[src/rtl/pickup_pkg.sv]
// Shared types and helpers for the Rail Rush pickup pool; lane_centre is also
// used by obstacle_manager so both sprites line up on the same lane centres.
package pickup_pkg;

  typedef enum logic {
    COIN = 1'b0,
    GEM  = 1'b1
  } pickup_kind_t;

  typedef enum logic {
    S_WAIT  = 1'b0,
    S_TRAIL = 1'b1
  } spawn_state_t;

  localparam logic [7:0] RESET_TIMER = 8'd30;
  localparam logic [7:0] WAIT_BASE   = 8'd55;

  function automatic logic [11:0] kind_points(input pickup_kind_t kind,
                                              input logic [11:0]  coinPts,
                                              input logic [11:0]  gemPts);
    return (kind == GEM) ? gemPts : coinPts;
  endfunction

  function automatic logic [11:0] lane_centre(input logic [1:0]  lane,
                                              input logic [11:0] lane0X,
                                              input logic [11:0] pitch);
    return lane0X + ({10'd0, lane} * pitch);
  endfunction

endpackage

[src/rtl/pickup_spawner.sv]
// Spawn FSM: decides on each update edge whether a single pickup or the next
// coin of a same-lane trail is requested, and in which lane and kind.
module pickup_spawner
  import pickup_pkg::*;
#(
  parameter int NUM_LANES = 3,
  parameter int TRAIL_LEN = 5,
  parameter int TRAIL_GAP = 6
) (
  input  logic         clock,
  input  logic         reset_n,
  input  logic         update,
  input  logic         clear,
  input  logic [15:0]  lfsr_val,
  output logic         spawn_req,
  output logic [1:0]   spawn_lane,
  output pickup_kind_t spawn_kind
);

  spawn_state_t r_state;
  logic [7:0]   r_timer;
  logic [7:0]   r_gap;
  logic [7:0]   r_remaining;
  logic [1:0]   r_trailLane;

  logic [1:0] w_randLane;
  logic       w_startTrail;
  logic [7:0] w_reload;
  logic       w_unusedLfsr;

  assign w_randLane   = ({1'b0, lfsr_val[5:4]} >= 3'(NUM_LANES)) ? 2'd0 : lfsr_val[5:4];
  assign w_startTrail = (TRAIL_LEN > 1) && lfsr_val[3];
  assign w_reload     = WAIT_BASE + {2'b00, lfsr_val[15:10]};
  assign w_unusedLfsr = ^lfsr_val[2:0];

  // The request is decoded from pre-edge state so the pool can place the
  // pickup on the same update edge that the FSM advances.
  always_comb begin
    spawn_req  = 1'b0;
    spawn_lane = w_randLane;
    spawn_kind = COIN;
    if (update && !clear) begin
      if (r_state == S_WAIT) begin
        if (r_timer == 8'd0) begin
          spawn_req = 1'b1;
          if (!w_startTrail && lfsr_val[9:7] == 3'd7) spawn_kind = GEM;
        end
      end else if (r_gap == 8'd0) begin
        spawn_req  = 1'b1;
        spawn_lane = r_trailLane;
      end
    end
  end

  always_ff @(posedge clock or negedge reset_n) begin
    if (!reset_n) begin
      r_state     <= S_WAIT;
      r_timer     <= RESET_TIMER;
      r_gap       <= 8'd0;
      r_remaining <= 8'd0;
      r_trailLane <= 2'd0;
    end else if (clear) begin
      r_state     <= S_WAIT;
      r_timer     <= RESET_TIMER;
      r_gap       <= 8'd0;
      r_remaining <= 8'd0;
      r_trailLane <= 2'd0;
    end else if (update) begin
      case (r_state)
        S_WAIT: begin
          if (r_timer != 8'd0) begin
            r_timer <= r_timer - 8'd1;
          end else if (w_startTrail) begin
            r_trailLane <= w_randLane;
            r_remaining <= 8'(TRAIL_LEN - 1);
            r_gap       <= 8'(TRAIL_GAP);
            r_state     <= S_TRAIL;
          end else begin
            r_timer <= w_reload;
          end
        end
        S_TRAIL: begin
          if (r_gap != 8'd0) begin
            r_gap <= r_gap - 8'd1;
          end else begin
            // Trail counters advance even when the pool is full and the coin is dropped.
            r_gap       <= 8'(TRAIL_GAP);
            r_remaining <= r_remaining - 8'd1;
            if (r_remaining == 8'd1) begin
              r_timer <= w_reload;
              r_state <= S_WAIT;
            end
          end
        end
        default: r_state <= S_WAIT;
      endcase
    end
  end

endmodule

[src/rtl/pickup_manager.sv]
// Parametrised coin/gem pickup pool with spawn FSM, registered collection events
// and per-pixel rendering. Define PICKUP_MAGNET_EN to add the magnet_on input.
module pickup_manager
  import pickup_pkg::*;
#(
  parameter int NUM_SLOTS     = 8,
  parameter int NUM_LANES     = 3,
  parameter int LANE0_X       = 144,
  parameter int LANE_PITCH    = 256,
  parameter int HALF          = 7,
  parameter int TRAIL_LEN     = 5,
  parameter int TRAIL_GAP     = 6,
  parameter int COIN_POINTS   = 50,
  parameter int GEM_POINTS    = 250,
  parameter int COLLECT_RANGE = 35,
  parameter int DEACTIVATE_Y  = 620
) (
  input  logic        clock,
  input  logic        reset_n,
  input  logic        frame_done,
  input  logic        game_active,
  input  logic        clear,
  input  logic [15:0] lfsr_val,
  input  logic [3:0]  speed,
  input  logic [1:0]  player_lane,
  input  logic [9:0]  player_y,
  input  logic [9:0]  row,
  input  logic [9:0]  col,
`ifdef PICKUP_MAGNET_EN
  input  logic        magnet_on,
`endif
  output logic        pickup_pixel,
  output logic        pickup_is_gem,
  output logic        collect_pulse,
  output logic [11:0] collect_points,
  output logic [4:0]  collect_count
);

  logic [NUM_SLOTS-1:0] r_active;
  logic [1:0]           r_lane [NUM_SLOTS];
  logic [9:0]           r_y    [NUM_SLOTS];
  pickup_kind_t         r_kind [NUM_SLOTS];

  logic                 w_update;
  logic                 w_magnet;
  logic [9:0]           w_winLo;
  logic [10:0]          w_winHi;
  logic [NUM_SLOTS-1:0] w_hit;
  logic [NUM_SLOTS-1:0] w_freeOneHot;
  logic [NUM_SLOTS-1:0] w_draw;
  logic [11:0]          w_cx   [NUM_SLOTS];
  logic [4:0]           w_hitCount;
  logic [11:0]          w_hitPoints;
  logic                 w_spawnReq;
  logic [1:0]           w_spawnLane;
  pickup_kind_t         w_spawnKind;

  assign w_update = frame_done && game_active;

`ifdef PICKUP_MAGNET_EN
  assign w_magnet = magnet_on;
`else
  assign w_magnet = 1'b0;
`endif

  assign w_winLo      = (player_y >= 10'(COLLECT_RANGE)) ? player_y - 10'(COLLECT_RANGE) : 10'd0;
  assign w_winHi      = {1'b0, player_y} + 11'd10;
  assign w_freeOneHot = ~r_active & (r_active + {{(NUM_SLOTS-1){1'b0}}, 1'b1});

  pickup_spawner #(
    .NUM_LANES (NUM_LANES),
    .TRAIL_LEN (TRAIL_LEN),
    .TRAIL_GAP (TRAIL_GAP)
  ) u_spawner (
    .clock      (clock),
    .reset_n    (reset_n),
    .update     (w_update),
    .clear      (clear),
    .lfsr_val   (lfsr_val),
    .spawn_req  (w_spawnReq),
    .spawn_lane (w_spawnLane),
    .spawn_kind (w_spawnKind)
  );

  // Simultaneous hits are summed so two pickups in one frame are never lost.
  always_comb begin
    w_hitCount  = 5'd0;
    w_hitPoints = 12'd0;
    for (int i = 0; i < NUM_SLOTS; i++) begin
      w_hit[i] = r_active[i] && (w_magnet || r_lane[i] == player_lane) &&
                 (r_y[i] >= w_winLo) && ({1'b0, r_y[i]} <= w_winHi);
      if (w_hit[i]) begin
        w_hitCount  = w_hitCount + 5'd1;
        w_hitPoints = w_hitPoints + kind_points(r_kind[i], 12'(COIN_POINTS), 12'(GEM_POINTS));
      end
    end
  end

  always_comb begin
    pickup_is_gem = 1'b0;
    for (int i = 0; i < NUM_SLOTS; i++) begin
      w_cx[i]   = lane_centre(r_lane[i], 12'(LANE0_X), 12'(LANE_PITCH));
      w_draw[i] = r_active[i] &&
                  ({2'b00, col} >= w_cx[i] - 12'(HALF)) && ({2'b00, col} < w_cx[i] + 12'(HALF)) &&
                  (row >= r_y[i]) && ({1'b0, row} < {1'b0, r_y[i]} + 11'(2 * HALF));
    end
    for (int i = NUM_SLOTS - 1; i >= 0; i--) begin
      if (w_draw[i]) pickup_is_gem = (r_kind[i] == GEM);
    end
  end

  assign pickup_pixel = |w_draw;

  always_ff @(posedge clock or negedge reset_n) begin
    if (!reset_n) begin
      r_active       <= '0;
      collect_pulse  <= 1'b0;
      collect_points <= 12'd0;
      collect_count  <= 5'd0;
      for (int i = 0; i < NUM_SLOTS; i++) begin
        r_lane[i] <= 2'd0;
        r_y[i]    <= 10'd0;
        r_kind[i] <= COIN;
      end
    end else if (clear) begin
      r_active       <= '0;
      collect_pulse  <= 1'b0;
      collect_points <= 12'd0;
      collect_count  <= 5'd0;
      for (int i = 0; i < NUM_SLOTS; i++) begin
        r_lane[i] <= 2'd0;
        r_y[i]    <= 10'd0;
        r_kind[i] <= COIN;
      end
    end else begin
      collect_pulse  <= 1'b0;
      collect_points <= 12'd0;
      collect_count  <= 5'd0;
      if (w_update) begin
        collect_pulse  <= |w_hit;
        collect_points <= w_hitPoints;
        collect_count  <= w_hitCount;
        // Only slots free before the edge accept a spawn; retiring slots wait a frame.
        for (int i = 0; i < NUM_SLOTS; i++) begin
          if (w_hit[i]) begin
            r_active[i] <= 1'b0;
          end else if (r_active[i]) begin
            if (r_y[i] >= 10'(DEACTIVATE_Y)) r_active[i] <= 1'b0;
            else r_y[i] <= r_y[i] + {6'd0, speed};
          end else if (w_spawnReq && w_freeOneHot[i]) begin
            r_active[i] <= 1'b1;
            r_lane[i]   <= w_spawnLane;
            r_y[i]      <= 10'd0;
            r_kind[i]   <= w_spawnKind;
          end
        end
      end
    end
  end

endmodule
[config.mk]
export PLATFORM = sky130hd
export DESIGN_NAME = pickup_manager
export DESIGN_NICKNAME = d
export VERILOG_FILES = /design/src/rtl/pickup_pkg.sv /design/src/rtl/pickup_spawner.sv /design/src/rtl/pickup_manager.sv
export SDC_FILE = /design/constraint.sdc
export NUM_CORES = 1
export LEC_CHECK = 0
export BUFFER_PORTS_ARGS = -buffer_cell sky130_fd_sc_hd__clkbuf_2
export CORE_MARGIN = 2
export CORE_UTILIZATION = 55
export CTS_CLUSTER_DIAMETER = 200
export DETAILED_ROUTE_END_ITERATION = 10
export GPL_TIMING_DRIVEN = 0
export MAX_ROUTING_LAYER = met4
export PLACE_DENSITY = 0.77
export SLEW_MARGIN = 20
export SYNTH_ARGS = -nofsm -noshare
export SYNTH_HDL_FRONTEND = slang
export SYNTH_SLANG_ARGS = --single-unit
[constraint.sdc]
create_clock -name clock -period 22 [get_ports clock]
set_clock_uncertainty 0.2 [all_clocks]
set_input_delay 4.4 -clock clock [delete_from_list [all_inputs] [get_ports clock]]
set_output_delay 4.4 -clock clock [all_outputs]
set_load 0.03 [all_outputs]
==> flow_summary.ini, run 1 <==
[final_layout]
flow.area_growth_from_synthesis_pct = 8.11
drive_gt1_share_pct = 7.72
n_fill_cell = 3024
layout.cells.most_common_list = 407 x ha_1, 190 x nor2_1, 171 x a21oi_1
antenna_cells = 0
nNetsFinal = 2867
leading_cell_type_in_the_layout_fill_and_taps_excluded = ha_1

[sta]
achievable-frequency_mhz = 67.5
finalMaxSlewViolations = 0
timing.slew.headroom_pct = 17.2
rsz0062_at_grt = no
final_period_minus_worst_setup_slack_ps = 14810
layout_worst_path_cycle_share_pct = 67.3
max_slew.worst_pin.slew_ps = 1240
timing.hold.ws_ps = 302
finalSetupViolCount = 0
fin_setup_tns_ps = 0
final-hold-violation-count = 0

[global_routing]
grt_pass1_vias = 17812
wire_length_of_the_first_global_routing_pass_mm = 95.1
antenna_found_initial = 0
residual_overflow_from_global_routing = 0
pin_count_of_the_biggest_net_entering_global_routing = 89
grtUsageTotal_pct = 34.2

[drt]
route.final.wire_length_mm = 60.7
detail_route.vias_per_cell = 6.41
post-route-drc-count = 0
detailedRoute.firstPassIterationCount = 5
wire_per_inst_um = 21.2
dr_total_vias = 18354
dr.first_iter.drc_count = 1632
postRouteAntennaNets = 0

[yosys]
synthesis.instances = 2310
synth.ff_latch_count = 154
muxShareOfSynthArea_pct = 1.94
synthAdderAreaFrac_pct = 27.0
postSynthAreaPerCell_um2 = 8.43
largest_family_of_logic_cells_by_synthesized_area = adder cells
synthSimpleGateAreaFrac_pct = 18.2
synthFlopType = dfrtp_1
synth_sequential_area_ratio_pct = 19.8
post_synth_xor_xnor_area_pct = 8.61
synth_compound_gate_area_share_pct = 20.3
unique_masters_post_synth = 99
synth-edff-count = 0
netlist_top_cells_area = ha_1 26%, dfrtp_1 19%, xnor2_1 6.4%, a21o_1 4.7%, a21oi_1 4.4%
synthDominantCellAreaShare_pct = 26.1
async_set_reset_flop_share_out_of_synthesis_pct = 100
synth.net_count = 2782
synthesis.area_mm2 = 0.0195
yosysWarnings = 0
synth_area_leader_cell = ha_1

[floorplan]
die_w_um = 192
initial_core_util_pct = 56.1
placement_rows = 68
die_area_mm2 = 0.0369
die_h_um = 192
number_of_top_level_pins = 77
core_area_mm2 = 0.0347

[critical_path]
crit_type = in2reg
critical_path.endpoint_type = flop
critPathMaxStageDelay_ps = 570
timing.critical_path.mode_cell = ha_1
critical_path.startpoint_type = input port
critical_path_arrival_ps = 14970
timing.reg2reg.setup_slack_ps = 12950
required_ps = 22160
worst-r2r-cell-count = 38
maximum_fanout_encountered_on_the_critical_timing_path = 12
slowest_stage = nand2_1

[placement]
numPortBuffers = 65
place.detailed.hpwl_mm = 44.8
place_congestion = 0.978

[status]
result_of_the_run = finished clean

[clock_tree]
postCtsHoldBufs = 0
clkLatencyLatePin_ps = 450
numCtsBuffers = 17
cts_buffer_depth = 2
cts_tree = built
cts_root_buffer = clkbuf_16
htreeDepth = 4
cts.repair.resized = 0
clk_transition_reported_paths_ps = 70
postCtsSetupBuffers = 0
cts.sink_count = 154

[hold_path]
timing.hold.worst.class = reg2reg
hold-path-cell-count = 1

[power]
power_density_mw_per_mm2 = 35.7
power.static_leakage_nw = 9.78
fin_total_pwr_w = 0.000751
vdd_drop_max_mv = 0.0371

[flow_run]
max-cap-violations = 0
## registers in the layout, summed over array words and instances, names as in the netlist, 2 cells and up
signal	cells
collect_points	9
r_active	8
u_spawner.r_remaining	8
collect_count	5
u_spawner.r_timer	8
r_kind	8
u_spawner.r_gap	8
r_y	80
r_lane	16
u_spawner.r_trailLane	2
## layout make-up
class                           count  area [µm²]  share of cell area [%]
Tap cell                          455         569                    2.70
Timing Repair Buffer               66         362                    1.72
Sequential cell                   154        3860                    18.3
Clock inverter                     14         135                   0.642
Inverter                          141         529                    2.51
Multi-Input combinational cell   1953       14900                    70.7
Buffer                             62         274                    1.30
Clock buffer                       18         439                    2.09
## cell families after synthesis
logic type / count (synthesis)
muxes: 34
other: 1
buffers and inverters: 203
and+or+nand+nor: 718
DFF: 154
xor gates and xnor gates: 184
AOI/OAI and AO/OA: 600
adders and majority gates: 416
## worst max-delay path, delay by kind of cell
kind,cells,cell delay (ps)
AOI/OAI and AO/OA,10,1920
buffers and inverters,4,960
muxes,4,1150
and+or+nand+nor,14,3310
xor gates and xnor gates,5,800
adders and majority gates,7,2400
## through the flow
step	instances	setup WS, ps	instance area, µm²	util (%)
finish	2863	7190	21100	60.7
global route	2863	6590	21100	60.7
CTS	2863	7490	21100	60.6
detailed placement	2831	7070	20500	59.0
global placement	2830	7210	20400	58.7
floorplan	2310	8930	19500	-
## worst paths after layout
path / from / to
max in group asynchronous: reset_n / r_y[32]
min reg2reg: u_spawner.r_gap[1] / u_spawner.r_gap[1]
min: u_spawner.r_gap[1] / u_spawner.r_gap[1]
max: player_y[1] / collect_points[10]
min in group asynchronous: reset_n / u_spawner.r_gap[5]
max reg2reg: r_y[66] / collect_points[10]
## power breakdown
group          switching, W  internal [W]  total (W)
clock network      0.000142      0.000162   0.000303
logic              0.000102     0.0000535   0.000156
registers        0.00000401      0.000288   0.000292
total              0.000248      0.000503   0.000751
## routing by layer
metal	vias up	part of all wire, %	global-route usage, %
met5	-	0	-
met4	0	5.6	17.4
met3	221	7.6	4.39
met2	828	45	54.2
met1	8743	42	42.9
li1	8562	-	-
## synthesized netlist by cell type, drive strengths merged (25+ instances only)
library cell	n
dfrtp	150
nor3	71
a21oi	175
xnor2	144
ha	407
clkbuf	51
nor2b	42
nand2	151
a21o	123
nor2	191
or3	25
o21ai	121
xor2	37
nand2b	52
nand4	35
nand3	71
inv	138
Note: power is estimated with default switching activity, not from simulation.
==> run 2: changes to the inputs <==
PLACE_DENSITY = 0.8   (was 0.77)
clock period = 13.5 ns   (was 22 ns; I/O delays follow)
==> flow_summary.ini, run 2 (synthesis gave the netlist of run 1 again) <==
[status]
result_of_the_run = finished clean

[final_layout]
ff_latch_area_mm2 = 0.00386
antenna_cells = 0
leading_cell_type_in_the_layout_fill_and_taps_excluded = ha_1
layout.cells.most_common_list = 407 x ha_1, 190 x nor2_1, 170 x a21oi_1
flow.area_growth_from_synthesis_pct = 8.32
drive_gt1_share_pct = 7.88
area_of_the_multi_input_gates_mm2 = 0.0149
nNetsFinal = 2870
n_fill_cell = 2948
regMostFlops = r_y
largest_register_ff_count = 80
largestRegisters = r_y x80, r_lane x16, collect_points x9

[sta]
finalSetupViolCount = 0
timing.hold.ws_ps = 296
max_slew.worst_pin.slew_ps = 1090
achievable-frequency_mhz = 77.5
fin_setup_tns_ps = 0
final-hold-violation-count = 0
rsz0062_at_grt = no
layout_worst_path_cycle_share_pct = 95.6
timing.slew.headroom_pct = 26.7
final_period_minus_worst_setup_slack_ps = 12900
finalMaxSlewViolations = 0

[clock_tree]
clkLatencyLatePin_ps = 450
postCtsHoldBufs = 0
cts.sink_count = 154
cts_tree = built
clk_transition_reported_paths_ps = 60
cts_buffer_depth = 2
htreeDepth = 4
numCtsBuffers = 17
cts_root_buffer = clkbuf_16

[floorplan]
initial_core_util_pct = 56.1
placement_rows = 68
number_of_top_level_pins = 77
die_w_um = 192
core_area_mm2 = 0.0347
die_area_mm2 = 0.0369
die_h_um = 192

[power]
p_switching_w = 0.000392
power.switching_fraction_pct = 31.8
total_internal_power_w = 0.000840
power.static_leakage_nw = 9.80
seq_power_share_pct = 38.7
pwr-share-clk_pct = 40.7
vdd_drop_max_mv = 0.0506
power_density_mw_per_mm2 = 58.4
combPwrFrac_pct = 20.6

[drt]
detailedRoute.firstPassIterationCount = 5
post-route-drc-count = 0
route.final.wire_length_mm = 60.0
dr.first_iter.drc_count = 1663
postRouteAntennaNets = 0
wire_per_inst_um = 20.9
detail_route.vias_per_cell = 6.41
dr_total_vias = 18382

[placement]
place_congestion = 0.965
place.detailed.hpwl_mm = 44.0
numPortBuffers = 65

[critical_path]
critical_path.top_delay_family = simple AND/OR/NAND/NOR gates
path_buf_inv = 4
critical_path.startpoint_type = input port
critPathMaxStageDelay_ps = 560
timing.critical_path.mode_cell = ha_1
maximum_fanout_encountered_on_the_critical_timing_path = 11
crit_type = in2reg
critical_path_arrival_ps = 13070
slowest_stage = nand2_1
required_ps = 13670
critical_path.endpoint_type = flop

[global_routing]
grtUsageTotal_pct = 34.1
antenna_found_initial = 0
grt_pass1_vias = 18340
residual_overflow_from_global_routing = 0
wire_length_of_the_first_global_routing_pass_mm = 95.1
pin_count_of_the_biggest_net_entering_global_routing = 89

[hold_path]
timing.hold.worst.class = reg2reg

[flow_run]
max-cap-violations = 0
## run 2: worst paths after layout
| path | startpoint | endpoint | slack [ps] | cells past startpoint |
|---|---|---|---|---|
| max | player_y[0] | collect_points[10] | 600 | 44 |
| min | u_spawner.r_gap[1] | u_spawner.r_gap[1] | 300 | 1 |
| max reg2reg | r_y[71] | collect_points[10] | 4550 | 37 |
| min reg2reg | u_spawner.r_gap[1] | u_spawner.r_gap[1] | 300 | 1 |
| max in group asynchronous | reset_n | r_y[8] | 10110 | 2 |
| min in group asynchronous | reset_n | u_spawner.r_gap[3] | 2060 | 1 |
## run 2: cell type report
type | instances | area share (%)
flip-flops and latches | 154 | 18.3
clock buffers | 22 | 2.20
repair buffers | 69 | 1.82
plain buffers | 62 | 1.30
inverters | 141 | 2.51
multi-input cells | 1953 | 70.6
clock inverters | 10 | 0.551
well taps | 455 | 2.70
## run 2: through the flow
stage,utilization [%],std cells,setup WS (ps),power [W],cell area [µm²]
floorplan,-,2310,2130,0.000627,19500
global placement,58.7,2830,519,0.000713,20400
detailed placement,59.0,2831,275,0.000730,20500
CTS,60.7,2863,679,0.00123,21100
global route,60.8,2866,18.4,0.00128,21100
finish,60.8,2866,600,0.00123,21100
## run 2: what timing repair did
action | in CTS | in global routing
endpoints found under the hold margin | 0 | 0
endpoints found under the setup margin | 0 | 2
buffers inserted | 0 | 3
gates resized for setup | 0 | 2
## run 2: power by group through the flow
stage	Combinational, W	Sequential [W]	Clock [W]
2_1_floorplan	0.000144	0.000483	0
3_3_place_gp	0.000229	0.000484	0
3_5_place_dp	0.000245	0.000485	0
4_1_cts	0.000247	0.000476	0.000502
5_1_grt	0.000279	0.000477	0.000520
6_report	0.000254	0.000476	0.000502
## run 2: layer usage
metal / global-route usage (%) / routed length [µm]
met1: 41.3 / 24500
met2: 52.9 / 26700
met3: 4.84 / 4640
met4: 22.5 / 4200
met5: - / 0
